==> src/rtl/avalon_7seg_ctrl.sv <==
// Avalon-MM slave driving eight active-low 7-segment displays.
// Holds per-digit nibble, blank, raw and raw-segment fields.
// Holds the enable/blink control, the blink half-period and the blink timer.
// Ports:
//   clk_clk, reset_reset_n       clock; synchronous active-low reset
//   avs_address/read/write/...   Avalon-MM slave, 1-cycle read latency
//   hex0..hex7                   registered segments, active-low, bit0=a
module avalon_7seg_ctrl #(
    parameter int          NUM_DIGITS    = 8,
    parameter logic [31:0] BLINK_DEFAULT = 32'd25000000,
    parameter logic [31:0] VERSION       = 32'h75E60001
) (
    input  logic        clk_clk,
    input  logic        reset_reset_n,
    input  logic [3:0]  avs_address,
    input  logic        avs_read,
    input  logic        avs_write,
    input  logic [31:0] avs_writedata,
    output logic [31:0] avs_readdata,
    output logic        avs_readdatavalid,
    output logic [6:0]  hex0,
    output logic [6:0]  hex1,
    output logic [6:0]  hex2,
    output logic [6:0]  hex3,
    output logic [6:0]  hex4,
    output logic [6:0]  hex5,
    output logic [6:0]  hex6,
    output logic [6:0]  hex7
);

    logic [NUM_DIGITS-1:0][3:0] nib_q, nib_d;
    logic [NUM_DIGITS-1:0]      blank_q, blank_d;
    logic [NUM_DIGITS-1:0]      raw_q, raw_d;
    logic [NUM_DIGITS-1:0][6:0] rawseg_q, rawseg_d;
    logic                       enable_q, enable_d;
    logic                       blink_en_q, blink_en_d;
    logic [7:0]                 mask_q, mask_d;
    logic [31:0]                per_q, per_d;
    logic [31:0]                cnt_q, cnt_d;
    logic                       phase_q, phase_d;
    logic [31:0]                rdata_q, rdata_d;
    logic                       rvalid_q, rvalid_d;
    logic [NUM_DIGITS-1:0][6:0] hex_q, hex_d;
    logic [NUM_DIGITS-1:0]      dark;
    logic [2:0]                 idx;
    logic                       per_wr;

    // Active-high gfedcba pattern for a hex nibble
    function automatic logic [6:0] hex_decode(input logic [3:0] n);
        case (n)
            4'h0: hex_decode = 7'h3F;
            4'h1: hex_decode = 7'h06;
            4'h2: hex_decode = 7'h5B;
            4'h3: hex_decode = 7'h4F;
            4'h4: hex_decode = 7'h66;
            4'h5: hex_decode = 7'h6D;
            4'h6: hex_decode = 7'h7D;
            4'h7: hex_decode = 7'h07;
            4'h8: hex_decode = 7'h7F;
            4'h9: hex_decode = 7'h6F;
            4'hA: hex_decode = 7'h77;
            4'hB: hex_decode = 7'h7C;
            4'hC: hex_decode = 7'h39;
            4'hD: hex_decode = 7'h5E;
            4'hE: hex_decode = 7'h79;
            default: hex_decode = 7'h71;
        endcase
    endfunction

    always_comb begin
        nib_d      = nib_q;
        blank_d    = blank_q;
        raw_d      = raw_q;
        rawseg_d   = rawseg_q;
        enable_d   = enable_q;
        blink_en_d = blink_en_q;
        mask_d     = mask_q;
        per_d      = per_q;
        rdata_d    = rdata_q;
        rvalid_d   = avs_read;
        idx        = avs_address[2:0];
        per_wr     = avs_write && (avs_address == 4'd9);

        if (avs_write) begin
            if (!avs_address[3]) begin
                nib_d[idx]    = avs_writedata[3:0];
                blank_d[idx]  = avs_writedata[4];
                raw_d[idx]    = avs_writedata[5];
                rawseg_d[idx] = avs_writedata[14:8];
            end else begin
                case (idx)
                    3'd0: begin
                        enable_d   = avs_writedata[0];
                        blink_en_d = avs_writedata[1];
                        mask_d     = avs_writedata[15:8];
                    end
                    // A zero period would never let the counter wrap
                    3'd1: per_d = (avs_writedata == 32'd0) ? 32'd1
                                                           : avs_writedata;
                    3'd2: begin
                        nib_d   = avs_writedata;
                        blank_d = '0;
                        raw_d   = '0;
                    end
                    default: ;
                endcase
            end
        end

        // Reads see the pre-write register contents
        if (avs_read) begin
            if (!avs_address[3]) begin
                rdata_d = {17'd0, rawseg_q[idx], 2'b00,
                           raw_q[idx], blank_q[idx], nib_q[idx]};
            end else begin
                case (idx)
                    3'd0:    rdata_d = {16'd0, mask_q, 6'd0,
                                        blink_en_q, enable_q};
                    3'd1:    rdata_d = per_q;
                    3'd2:    rdata_d = nib_q;
                    3'd3:    rdata_d = VERSION;
                    default: rdata_d = 32'd0;
                endcase
            end
        end

        cnt_d   = cnt_q;
        phase_d = phase_q;
        if (!blink_en_q) begin
            cnt_d   = 32'd0;
            phase_d = 1'b0;
        end else if (per_wr) begin
            cnt_d = 32'd0;
        end else if (cnt_q >= per_q - 32'd1) begin
            cnt_d   = 32'd0;
            phase_d = ~phase_q;
        end else begin
            cnt_d = cnt_q + 32'd1;
        end

        for (int i = 0; i < NUM_DIGITS; i++) begin
            dark[i] = !enable_q || blank_q[i] ||
                      (blink_en_q && mask_q[i] && phase_q);
            hex_d[i] = dark[i] ? 7'h7F
                     : ~(raw_q[i] ? rawseg_q[i] : hex_decode(nib_q[i]));
        end
    end

    always_ff @(posedge clk_clk) begin
        if (!reset_reset_n) begin
            nib_q      <= '0;
            blank_q    <= '0;
            raw_q      <= '0;
            rawseg_q   <= '0;
            enable_q   <= 1'b1;
            blink_en_q <= 1'b0;
            mask_q     <= 8'd0;
            per_q      <= BLINK_DEFAULT;
            cnt_q      <= 32'd0;
            phase_q    <= 1'b0;
            rdata_q    <= 32'd0;
            rvalid_q   <= 1'b0;
            hex_q      <= {NUM_DIGITS{7'h7F}};
        end else begin
            nib_q      <= nib_d;
            blank_q    <= blank_d;
            raw_q      <= raw_d;
            rawseg_q   <= rawseg_d;
            enable_q   <= enable_d;
            blink_en_q <= blink_en_d;
            mask_q     <= mask_d;
            per_q      <= per_d;
            cnt_q      <= cnt_d;
            phase_q    <= phase_d;
            rdata_q    <= rdata_d;
            rvalid_q   <= rvalid_d;
            hex_q      <= hex_d;
        end
    end

    assign avs_readdata      = rdata_q;
    assign avs_readdatavalid = rvalid_q;
    assign hex0 = hex_q[0];
    assign hex1 = hex_q[1];
    assign hex2 = hex_q[2];
    assign hex3 = hex_q[3];
    assign hex4 = hex_q[4];
    assign hex5 = hex_q[5];
    assign hex6 = hex_q[6];
    assign hex7 = hex_q[7];

endmodule

==> config.mk <==
export PLATFORM = sky130hd
export DESIGN_NAME = avalon_7seg_ctrl
export DESIGN_NICKNAME = d
export VERILOG_FILES = /design/src/rtl/avalon_7seg_ctrl.sv
export SDC_FILE = /design/constraint.sdc
export NUM_CORES = 1
export LEC_CHECK = 0
export BUFFER_PORTS_ARGS = -buffer_cell sky130_fd_sc_hd__buf_2
export CORE_MARGIN = 4
export CORE_UTILIZATION = 45
export DETAILED_ROUTE_END_ITERATION = 6
export PLACE_DENSITY = 0.7
export SKIP_CTS_REPAIR_TIMING = 1
export SLEW_MARGIN = 10
export SYNTH_ARGS = -nofsm -noshare
export SYNTH_HDL_FRONTEND = slang
export SYNTH_SLANG_ARGS = --single-unit
==> constraint.sdc <==
create_clock -name clk_clk -period 4.5 [get_ports clk_clk]
set_clock_uncertainty 0.15 [all_clocks]
set_input_delay 1.125 -clock clk_clk [delete_from_list [all_inputs] [get_ports clk_clk]]
set_output_delay 1.125 -clock clk_clk [all_outputs]
set_load 0.1 [all_outputs]
==> impl_metrics.toml, run 1 <==
[setup_path]
crit_cells = 13
path_delay_family = "simple AND/OR/NAND/NOR gates"
critPathLaunch = "per_q[7]$_SDFFE_PN0P_"
slowest_delay_ns = 0.58
start_kind = "flop"
critical_path_class = "reg -> reg"
timing.rr.start = "per_q[7]$_SDFFE_PN0P_"
cp_data_arrival_time_ns = 4.43
worst-r2r-cell-count = 13
cp_cell_sequence = "nor4_1 -> nand2b_1 -> nor4_2 -> nand3_1 -> xnor2_1 -> ha_1 -> a21oi_1 -> nand2_1 -> a221o_1 -> a2111oi_1 -> nand4b_1 -> buf_4 -> nor2_1"
critical_path.endpoint = "cnt_q[30]$_SDFF_PP0_"
cp.required_ns = 4.80
crit_path_end_kind = "flop"
worst-path-buf-inv = 1
reg2reg_to = "cnt_q[30]$_SDFF_PP0_"
cpMaxStageDelayCell = "a2111oi_1"
cp_max_fo = 32
ff2ff_setup_slack_ns = 0.37

[die]
initial_core_util = 0.459
die_h_um = 199
design.core.area_um2 = 35800
dieArea_um2 = 39700
io_pins = 129
fp-row-count = 69
die_w_um = 199

[final_layout]
multi_input_area_um2 = 9290
regArea_um2 = 6490
final_nets = 1996
n_fill_cell = 3268
final_cell_area_um2 = 18600
synthToLayoutAreaGrowth_pct = 13.1
mostFrequentLayoutCell = "dfxtp_1"
final_cell_mix = "dfxtp_1, nand2_1, buf_2, nor2_1, ha_1"
stdcell_count = 2352
layout-drive-gt1-share = 0.189
num_antenna_cells = 0

[timing]
layout_min_cycle_time_ns = 4.13
setup_tns_ns = 0
finalCritPeriodShare = 0.918
slew_headroom = 0.386
fmax_mhz = 242
worstMarginPinSlew_ns = 0.910
final.setup.worst_slack_ns = 0.368
whs_ns = 0.323
rsz0062_at_grt = "no"
hold_viol_final = 0
final_max_slew_viol_count = 0
setup_viol = 0

[yosys]
synthSimpleGateAreaFrac = 0.172
postSynthNetCount = 1907
synth_top_family_by_area = "simple AND/OR/NAND/NOR gates"
synth_compound_area_frac = 0.155
synthAdderAreaFrac = 0.0684
synthArstFlopShare = 0
synth-xor-area-share = 0.0325
synth-edff-count = 0
synth.distinct_cells = 69
synth_seq_cells = 324
synthesis.area_um2 = 16500
ys_warn_count = 0
seq_area_frac_synth = 0.394
synth.avg_cell_area_um2 = 9.26
synthMuxAreaShare = 0.136
synth_flop_cell = "dfxtp_1"
synth_cells = 1777

[global_routing]
grt_first_pass_wirelength_mm = 74.6
gr-total-overflow = 0
grt_max_degree = 69
antenna_found_initial = 2
grt_usage = 0.238
grt_pass1_vias = 12972

[pwr]
power_leakage_nw = 7.42
p_comb_frac = 0.146
cellPowerDensity_nw_per_um2 = 365
ir_drop_mv = 0.351
clockPowerShare = 0.408
netSwitchingPower_mw = 1.99
power.share.sequential = 0.445
switching_share = 0.292
power.internal_mw = 4.81

[routing]
antenna_left = 0
firstDrtPassIters = 6
wl_met3_mm = 4.38
wl_met1_mm = 20.6
wl_met2_mm = 22.0
drc = 0
highest_layer = "met5"
vias_per_cell = 5.78
wl_mm = 48.5
drt_iter0_markers = 1053
vias = 13606
wl_per_cell_um = 20.6

[clocking]
cts_buffers = 36
cts_buffer_depth = 3
htree_levels = 2
cts_tree = "yes"
clk_transition_reported_paths_ns = 0.06
root_buffer = "clkbuf_16"
clock_sinks = 324
insertion_delay_ns = 0.52

[status]
status = "complete, no violations"

[placement]
dp_hpwl_mm = 35.5
pre_cts_slack_ns = 0.390
io_buffers = 128
placed_area_um2 = 17500
gp_congestion = 0.932
place_inst = 2289

[min_path]
hold_class = "reg -> reg"

[run]
maxCapViolCount = 0
==> per-layer routing <==
layer,track usage,vias to the layer above
met4,0.0775,4
met2,0.381,562
met5,0,-
li1,-,6433
met3,0.0494,117
met1,0.324,6490
==> power groups by stage <==
| stage | sequential [mW] | clock (mW) | combinational (mW) |
|---|---|---|---|
| after floorplan | 3.45 | 0 | 0.379 |
| after global placement | 3.08 | 0 | 0.977 |
| after detailed placement | 3.09 | 0 | 0.985 |
| after CTS | 3.02 | 2.82 | 0.989 |
| after global routing | 3.03 | 2.94 | 1.05 |
| final | 3.03 | 2.78 | 0.995 |
==> stage by stage <==
step / util / power [mW]
final: 0.520 / 6.80
after global routing: 0.520 / 7.02
after floorplan: - / 3.83
after detailed placement: 0.489 / 4.07
after global placement: 0.489 / 4.06
after CTS: 0.520 / 6.84
==> how the worst min path moves through the flow <==
| stage | slack, ns | start | end | cells after the start |
|---|---|---|---|---|
| CTS | 0.33 | avs_readdata[3]$_SDFFE_PN0P_ | avs_readdata[3]$_SDFFE_PN0P_ | 1 |
| finish | 0.32 | avs_readdata[3]$_SDFFE_PN0P_ | avs_readdata[3]$_SDFFE_PN0P_ | 1 |
| floorplan | 0.30 | cnt_q[0]$_SDFF_PP0_ | cnt_q[0]$_SDFF_PP0_ | 1 |
| detailed placement | 0.31 | avs_readdata[3]$_SDFFE_PN0P_ | avs_readdata[3]$_SDFFE_PN0P_ | 1 |
| global placement | 0.31 | avs_readdata[12]$_SDFFE_PN0P_ | avs_readdata[12]$_SDFFE_PN0P_ | 1 |
| global route | 0.34 | avs_readdata[3]$_SDFFE_PN0P_ | avs_readdata[3]$_SDFFE_PN0P_ | 1 |
==> cells in the mapped netlist (all sizes together), types with 44 or more instances <==
| library cell | instances | area share |
|---|---|---|
| nand2 | 238 | 0.054 |
| a21oi | 82 | 0.025 |
| ha | 90 | 0.068 |
| clkbuf | 75 | 0.017 |
| mux2 | 77 | 0.053 |
| buf | 44 | 0.014 |
| a21boi | 53 | 0.024 |
| inv | 45 | 0.010 |
| o21ai | 67 | 0.020 |
| nor2 | 93 | 0.021 |
| mux2i | 76 | 0.046 |
| nor2b | 89 | 0.034 |
| dfxtp | 324 | 0.39 |
==> worst reg2reg max path, stage by stage (launching register included) <==
cell and delay [ns]:
dfxtp_1 0.37, nor4_1 0.47, nand2b_1 0.20, nor4_2 0.53
nand3_1 0.17, xnor2_1 0.20, ha_1 0.28, a21oi_1 0.14
nand2_1 0.08, a221o_1 0.34, a2111oi_1 0.58, nand4b_1 0.16
buf_4 0.27, nor2_1 0.14
==> cells by family (layout without fill, tap and decap cells) <==
group	after synthesis	in the layout
AO/OA/AOI/OAI	372	372
adder cells (fa/ha/maj)	90	90
AND/OR/NAND/NOR	584	584
multiplexers	180	180
XOR/XNOR	61	61
flip-flops	324	324
buffers and inverters	166	280
==> layout make-up <==
cell class,instances,area share
sequential,324,0.348
multi-input combinational,1287,0.499
tap,461,0.0310
clock buffer,50,0.0544
inverter,47,0.00981
clock inverter,13,0.00518
timing repair buffer,170,0.0523
Power figures use the tool's default switching activity.
==> inputs of run 2 (changes only) <==
BUFFER_PORTS_ARGS = unset   (was -buffer_cell sky130_fd_sc_hd__buf_2)
DONT_BUFFER_PORTS = 1   (was unset)
PLACE_DENSITY = 0.67   (was 0.7)
==> run 2 against run 1 <==
  * Sequential share of layout area increased by 1.5 points
  * Power increased by 0.36%
  * Wire length decreased by 2.1%
  * Sequential power increased by 13%
  * Combinational power decreased by 58%
  * Global-route usage decreased by 0.26 points
  * Via count decreased by 5.3%
  * Die area unchanged
  * Design area decreased by 4.1%
  * Non-clock buffer count decreased by 154
  * Final cell count decreased by 6.6%
  * Clock power increased by 7.6%
  * Critical endpoint is now cnt_q[6]$_SDFF_PP0_
  * Largest cell class unchanged
  * Largest power group unchanged
==> impl_metrics.toml, run 2 (synthesized netlist as in run 1, its figures left out) <==
[status]
status = "complete, no violations"

[setup_path]
crit_path_end_kind = "flop"
ff2ff_setup_slack_ns = 0.38
cpMaxStageDelayCell = "a2111oi_1"
start_kind = "flop"
worst-path-buf-inv = 1
cp.required_ns = 4.82
cp_max_fo = 32
critical_path_class = "reg -> reg"
cp_data_arrival_time_ns = 4.44
cp_cell_sequence = "nor4_1 -> nand2b_1 -> nor4_2 -> nand3_1 -> xnor2_1 -> ha_1 -> a21oi_1 -> nand2_1 -> a221o_1 -> a2111oi_1 -> nand4b_1 -> buf_4 -> nor2_1"
path_delay_family = "simple AND/OR/NAND/NOR gates"
slowest_delay_ns = 0.59

[die]
io_pins = 129
fp-row-count = 69
design.core.area_um2 = 35800
die_w_um = 199
die_h_um = 199
initial_core_util = 0.459
dieArea_um2 = 39700

[global_routing]
grt_pass1_vias = 12469
gr-total-overflow = 0
antenna_found_initial = 1
grt_first_pass_wirelength_mm = 73.2
grt_usage = 0.235
grt_max_degree = 189

[pwr]
cellPowerDensity_nw_per_um2 = 382
ir_drop_mv = 0.299
power_leakage_nw = 6.82

[run]
maxCapViolCount = 0

[placement]
gp_congestion = 0.893
dp_hpwl_mm = 34.0
io_buffers = 0
pre_cts_slack_ns = 0.264

[timing]
slew_headroom = 0.257
rsz0062_at_grt = "no"
worstMarginPinSlew_ns = 1.11
finalCritPeriodShare = 0.916
hold_viol_final = 0
layout_min_cycle_time_ns = 4.12
fmax_mhz = 243
whs_ns = 0.330
setup_tns_ns = 0
final_max_slew_viol_count = 0
setup_viol = 0
final.setup.worst_slack_ns = 0.379

[clocking]
root_buffer = "clkbuf_16"
clk_transition_reported_paths_ns = 0.06
cts_buffer_depth = 3
cts_buffers = 36
clock_sinks = 324
cts_tree = "yes"
htree_levels = 2
insertion_delay_ns = 0.55

[final_layout]
mostFrequentLayoutCell = "dfxtp_1"
synthToLayoutAreaGrowth_pct = 8.43
final_nets = 1842
final_cell_mix = "dfxtp_1, nand2_1, nor2_1, ha_1, nor2b_1"
layout-drive-gt1-share = 0.119
num_antenna_cells = 0
utilization = 0.498
n_fill_cell = 3285

[routing]
wl_per_cell_um = 21.6
firstDrtPassIters = 5
vias_per_cell = 5.87
wl_mm = 47.5
drc = 0
drt_iter0_markers = 1339
antenna_left = 0
vias = 12888

[min_path]
hold_class = "reg -> reg"
==> run 2: routing by layer <==
metal | vias to the layer above | GRT usage | part of all wire | wire [um]
met1 | 6185 | 0.313 | 0.43 | 20500
met4 | 0 | 0.0884 | 0.034 | 1600
li1 | 6133 | - | - | -
met2 | 473 | 0.363 | 0.44 | 21100
met5 | - | 0 | 0 | 0
met3 | 97 | 0.0706 | 0.092 | 4370
==> run 2: per-stage QoR <==
| stage | area (um2) | total power, mW | instances |
|---|---|---|---|
| 2_1_floorplan | 16500 | 3.83 | 1777 |
| 3_3_place_gp | 16700 | 3.88 | 2135 |
| 3_5_place_dp | 16700 | 3.88 | 2135 |
| 4_1_cts | 17800 | 6.88 | 2197 |
| 5_1_grt | 17800 | 7.05 | 2197 |
| 6_report | 17800 | 6.82 | 2197 |
==> run 2: report_power, final <==
part | switching [mW] | internal [mW] | total (mW) | leakage [nW]
clock network | 1.24 | 1.76 | 2.99 | 0.588
logic | 0.222 | 0.190 | 0.413 | 3.59
registers | 0.440 | 2.97 | 3.41 | 2.64
total | 1.90 | 4.92 | 6.82 | 6.82
==> run 2: area by class of cell <==
cell class	instances	area, um2	share of cell area
multi-input combinational	1287	9290	0.521
tap	461	577	0.0323
clock buffer	47	1000	0.0562
inverter	47	183	0.0102
sequential	324	6490	0.363
clock inverter	15	186	0.0104
timing repair buffer	16	120	0.00673
==> run 2: path summary, 6_finish.rpt <==
kind | startpoint | end | depth (start not counted)
setup / recovery | per_q[7]$_SDFFE_PN0P_ | cnt_q[6]$_SDFF_PP0_ | 13
hold / removal | enable_q$_SDFFE_PN1P_ | enable_q$_SDFFE_PN1P_ | 2
setup reg to reg | per_q[7]$_SDFFE_PN0P_ | cnt_q[6]$_SDFF_PP0_ | 13
hold reg to reg | enable_q$_SDFFE_PN1P_ | enable_q$_SDFFE_PN1P_ | 2
==> run 2: worst min-delay path: cells and delay by family (launching register included) <==
kind             cells  cell delay, ns
flip-flops           1            0.32
AND/OR/NAND/NOR      2            0.11
